**src/rtl/syn_hazard_pkg.sv**
```systemverilog
// Shared constants and types for the load-use hazard resolver.
// Forwarding-select encodings and the stall FSM state type.
package syn_hazard_pkg;

    localparam logic [1:0] FWD_REG = 2'd0;
    localparam logic [1:0] FWD_EX  = 2'd1;
    localparam logic [1:0] FWD_DM  = 2'd2;

    typedef enum logic {
        RUN    = 1'b0,
        BUBBLE = 1'b1
    } state_t;

endpackage

```
**src/rtl/syn_hazard_resolver_fwd_sel.sv**
```systemverilog
// Per-operand forwarding select: EX result beats DM result; a load still
// in EX cannot forward (its data is not ready yet).
module syn_fwd_sel
    import syn_hazard_pkg::*;
(
    input  logic       uses,
    input  logic       ex_col,
    input  logic       dm_col,
    input  logic       ex_is_load,
    output logic [1:0] sel
);

    // Priority select: EX (non-load) first, then DM, else regfile.
    always_comb begin
        sel = FWD_REG;
        if (uses) begin
            if (ex_col && !ex_is_load) begin
                sel = FWD_EX;
            end else if (dm_col) begin
                sel = FWD_DM;
            end
        end
    end

endmodule

```
**src/rtl/syn_hazard_resolver.sv**
```systemverilog
// Load-use hazard resolver for the five-stage pipeline (ID stage).
// Converts detector collision flags into forwarding selects and a one-cycle
// load-use stall; keeps a load history in step with the detector.
// Optional macro SYN_STALL_STATS_EN enables a saturating stall counter.
module syn_hazard_resolver
    import syn_hazard_pkg::*;
#(
    parameter int unsigned CNT_W = 32
) (
    input  logic             clk,
    input  logic             rst_n,
    input  logic             en,
    input  logic             id_is_load,
    input  logic             id_uses_a,
    input  logic             id_uses_b,
    input  logic             ex_collision_a,
    input  logic             dm_collision_a,
    input  logic             ex_collision_b,
    input  logic             dm_collision_b,
    output logic [1:0]       fwd_sel_a,
    output logic [1:0]       fwd_sel_b,
    output logic             stalled,
    output logic [CNT_W-1:0] stall_count
);

    state_t state;
    state_t state_next;
    logic   ex_is_load;
    logic   dm_is_load;
    logic   hazard;

    assign hazard = ex_is_load && ((ex_collision_a && id_uses_a) ||
                                   (ex_collision_b && id_uses_b));

    // Next-state and stall decode; a stall is only raised from RUN.
    always_comb begin
        state_next = state;
        stalled    = 1'b0;
        case (state)
            RUN: begin
                stalled = en && hazard;
                if (stalled) begin
                    state_next = BUBBLE;
                end
            end
            BUBBLE: begin
                if (en) begin
                    state_next = RUN;
                end
            end
            default: state_next = RUN;
        endcase
    end

    // State and load history; a stall squashes the ID slot into a bubble.
    always_ff @(posedge clk or negedge rst_n) begin
        if (!rst_n) begin
            state      <= RUN;
            ex_is_load <= 1'b0;
            dm_is_load <= 1'b0;
        end else if (en) begin
            state      <= state_next;
            ex_is_load <= stalled ? 1'b0 : id_is_load;
            dm_is_load <= ex_is_load;
        end
    end

`ifdef SYN_STALL_STATS_EN
    logic [CNT_W-1:0] cnt;

    // Saturating count of stall cycles (stalled already implies en).
    always_ff @(posedge clk or negedge rst_n) begin
        if (!rst_n) begin
            cnt <= '0;
        end else if (stalled && (cnt != '1)) begin
            cnt <= cnt + 1'b1;
        end
    end

    assign stall_count = cnt;
`else
    assign stall_count = '0;
`endif

    syn_fwd_sel u_fwd_a (
        .uses       (id_uses_a),
        .ex_col     (ex_collision_a),
        .dm_col     (dm_collision_a),
        .ex_is_load (ex_is_load),
        .sel        (fwd_sel_a)
    );

    syn_fwd_sel u_fwd_b (
        .uses       (id_uses_b),
        .ex_col     (ex_collision_b),
        .dm_col     (dm_collision_b),
        .ex_is_load (ex_is_load),
        .sel        (fwd_sel_b)
    );

endmodule

```
**config.mk**
```make
export PLATFORM = sky130hd
export DESIGN_NAME = syn_hazard_resolver
export DESIGN_NICKNAME = d
export VERILOG_FILES = /design/src/rtl/syn_hazard_pkg.sv /design/src/rtl/syn_hazard_resolver_fwd_sel.sv /design/src/rtl/syn_hazard_resolver.sv
export SDC_FILE = /design/constraint.sdc
export NUM_CORES = 1
export LEC_CHECK = 0
export ABC_AREA = 1
export CELL_PAD_IN_SITES_DETAIL_PLACEMENT = 2
export CELL_PAD_IN_SITES_GLOBAL_PLACEMENT = 2
export CORE_ASPECT_RATIO = 1.1
export CORE_UTILIZATION = 11
export CTS_CLUSTER_DIAMETER = 30
export CTS_CLUSTER_SIZE = 40
export DETAILED_ROUTE_END_ITERATION = 8
export PLACE_DENSITY_LB_ADDON = 0.2
export SLEW_MARGIN = 20
export SYNTH_ARGS = -nofsm -noshare
export SYNTH_HDL_FRONTEND = slang
export SYNTH_SLANG_ARGS = --single-unit
```
**constraint.sdc**
```tcl
create_clock -name clk -period 1.8 [get_ports clk]
set_clock_uncertainty 0.2 [all_clocks]
set_input_delay 0.27 -clock clk [delete_from_list [all_inputs] [get_ports clk]]
set_output_delay 0.27 -clock clk [all_outputs]
set_load 0.1 [all_outputs]
```
==> results of run 1 <==
-- final timing paths --
path / to / cells after the start
worst max-delay path: stalled / 6
worst min-delay path: ex_is_load / 1
worst max register to register: ex_is_load / 6
worst min register to register: state / 2
max in group asynchronous: state / 1
min in group clk: state / 2
-- layout by cell type (no fill, tap or decap) --
| cell type | synthesis | routed |
|---|---|---|
| conb_1 | 1 | 32 |
| nand2_1 | 10 | 10 |
| clkdlybuf4s50_1 | 0 | 9 |
| buf_12 | 0 | 5 |
| inv_1 | 4 | 3 |
| clkbuf_4 | 0 | 3 |
| nor2_1 | 3 | 2 |
| a21oi_1 | 2 | 2 |
| dfrtp_1 | 2 | 2 |
| buf_4 | 32 | 2 |
| nor2_2 | 0 | 1 |
| inv_2 | 0 | 1 |
| or2_0 | 1 | 1 |
| o21ai_0 | 1 | 1 |
-- metal layers --
layer	track usage [%]	up-vias
met5	0	-
met4	7.14	0
met1	5.27	130
met3	1.85	4
met2	5.89	22
li1	-	138
-- state kept, by name, summed over array words and instances, names as in the netlist --
signal      count
ex_is_load      1
state           1
-- worst max-delay path, delay by kind of cell --
kind                   cells  cell delay [ns]
buffers and inverters      3             0.72
and+or+nand+nor            3             0.23
-- kinds of logic after synthesis --
family | count (synthesis)
compound gates | 3
buf+inv | 36
simple gates | 14
flops | 2
other cells | 1
-- through the flow --
stage | utilization, % | TNS (ns) | hold WS (ns)
6_report | 16.1 | 0 | 0.00890
5_1_grt | 16.1 | 0 | 0.0137
4_1_cts | 16.0 | 0 | 0.00520
3_5_place_dp | 15.3 | 0 | 0.249
3_3_place_gp | 15.3 | 0 | 0.252
2_1_floorplan | - | -1.76 | -0.226
-- repair_timing --
action / in CTS / in global routing
endpoints found under the setup margin: 0 / 1
gates resized for setup: 0 / 2
buffers inserted: 0 / 0
-- report_power, final --
group / total (mW) / switching [mW] / internal (mW)
logic: 0.409 / 0.359 / 0.0494
registers: 0.0533 / 0.00361 / 0.0497
clock network: 0.102 / 0.0287 / 0.0737
-- final cells by class --
class	instances	area share [%]
Clock buffer	3	4.25
Inverter	4	2.83
Multi-Input combinational cell	49	36.3
Sequential cell	2	9.43
Tap cell	36	8.49
Timing Repair Buffer	16	38.7
==> flow_summary.json, run 1 <==
{
  "status": "complete, but fails checks",
  "violations": "design-rule violations",
  "drv_cap": 0,
  "placed_area_um2": 505,
  "antennaDiodeCount": 0,
  "p_leak_nw": 0.290,
  "critPathMostFrequentCell": "nand2_1",
  "yosys-top-cells-count": "buf_4 (32), nand2_1 (10), inv_1 (4), nor2_1 (3)",
  "irDropWorstVdd_mv": 0.178,
  "final_area_um2": 531,
  "max_stage_delay_ns": 0.48,
  "synthDominantCellAreaShare_pct": 63.4,
  "report.final.slew_viol_count": 0,
  "yosysTopAreaCell": "buf_4",
  "synth-compound-area-share_pct": 3.96,
  "synth_most_common_cell": "buf_4",
  "dr.pass1.iters": 5,
  "p_total_mw": 0.565,
  "grt_pass1_wl_um": 1180,
  "dr_wl_met2_um": 414,
  "hold_viol": 0,
  "h-tree-depth": 1,
  "routed.top_layer": "met4",
  "nFillCells": 408,
  "worstPathArrival_ns": 1.23,
  "synth-simple-area-share_pct": 14.5,
  "synth_top_family_by_area": "buffers and inverters",
  "synth.distinct_cells": 9,
  "worst-r2r-setup-slack_ns": 0.64,
  "synth_top_flop_cell": "dfrtp_1",
  "globalplace.congestion": 0.689,
  "dpl.cell_count": 107,
  "cts_root_buf": "clkbuf_4",
  "multi_input_area_um2": 193,
  "port_buffers": 14,
  "clk_pin_slew_ns": 0.03,
  "fin_ws_ns": 0.101,
  "antenna_found_initial": 0,
  "crit_type": "input pin to output port",
  "via_count": 294,
  "drive_above_1_share_pct": 16.2,
  "drt_iter0_markers": 4,
  "dieArea_um2": 3690,
  "dieHeight_um": 63.6,
  "clk_latency_ns": 0.23,
  "synth_edf_count": 0,
  "crit_start": "en",
  "final-seq-area_um2": 50.0,
  "critPathSlowestCell": "clkdlybuf4s50_1",
  "synth_area_um2": 379,
  "io_pins": 47,
  "die_w_um": 58.0,
  "yosysWarnings": 0,
  "synthXorXnorAreaFrac_pct": 0,
  "areaGrowthSynthToFinish_pct": 39.9,
  "fmax_mhz": 589,
  "grt_max_degree": 5,
  "ys_async_sr_fraction_pct": 100,
  "avgRoutedWirePerCell_um": 7.08,
  "drc": 3,
  "hpwl_um": 697,
  "post-place-ws_ns": 0.0584,
  "synth-seq-cells": 2,
  "synth.area.mux_share_pct": 0,
  "clock-sinks": 2,
  "synth.area.top_cells": "buf_4 (63%), dfrtp_1 (13%), nand2_1 (9.9%)",
  "grtUsageTotal_pct": 4.88,
  "period_needed_ns": 1.70,
  "hold_buffers": 0,
  "hold_path.class": "input pin to asynchronous set/reset pin",
  "start_util_pct": 11.5,
  "rsz0062_at_grt": "false",
  "crit_chain": "clkdlybuf4s50_1, nand2_1, nor2_2, nand2_1, inv_2, buf_12",
  "worst_setup_path_end_kind": "output port",
  "postSynthCellCount": 56,
  "path_max_fanout": 2,
  "synthAdderAreaFrac_pct": 0,
  "routed_wl_um": 779,
  "avgViaCountPerCell": 2.67,
  "fin_crit_sh_pct": 94.4,
  "cp-start-kind": "input pin",
  "fin_cells": 110,
  "syn-mean-instance-area_um2": 6.77,
  "rr_startpoint": "ex_is_load",
  "core-area_um2": 3300,
  "fin_nets": 86,
  "finalSetupViolations": 0,
  "route.met3.wl_um": 62,
  "rows": 22,
  "clk_path_buf_depth": 2,
  "grt_pass1_vias": 259,
  "ant_nets": 0,
  "required_ns": 1.33,
  "numCtsBuffers": 3,
  "synth_seq_area_share_pct": 13.2,
  "overflow": 0,
  "power.density_nw_per_um2": 1060,
  "wl_met1_um": 257,
  "cts_tree": "done"
}
Power figures use the tool's default switching activity.
==> run 2: changes to the inputs <==
--- a/config.mk
+++ b/config.mk
@@ -6,6 +6,7 @@
 export NUM_CORES = 1
 export LEC_CHECK = 0
 export ABC_AREA = 1
+export ABC_CLOCK_PERIOD_IN_PS = 1800
 export CELL_PAD_IN_SITES_DETAIL_PLACEMENT = 2
 export CELL_PAD_IN_SITES_GLOBAL_PLACEMENT = 2
 export CORE_ASPECT_RATIO = 1.1
==> results of run 2 <==
The final DEF is identical to that of run 1; final timing and power are the same.
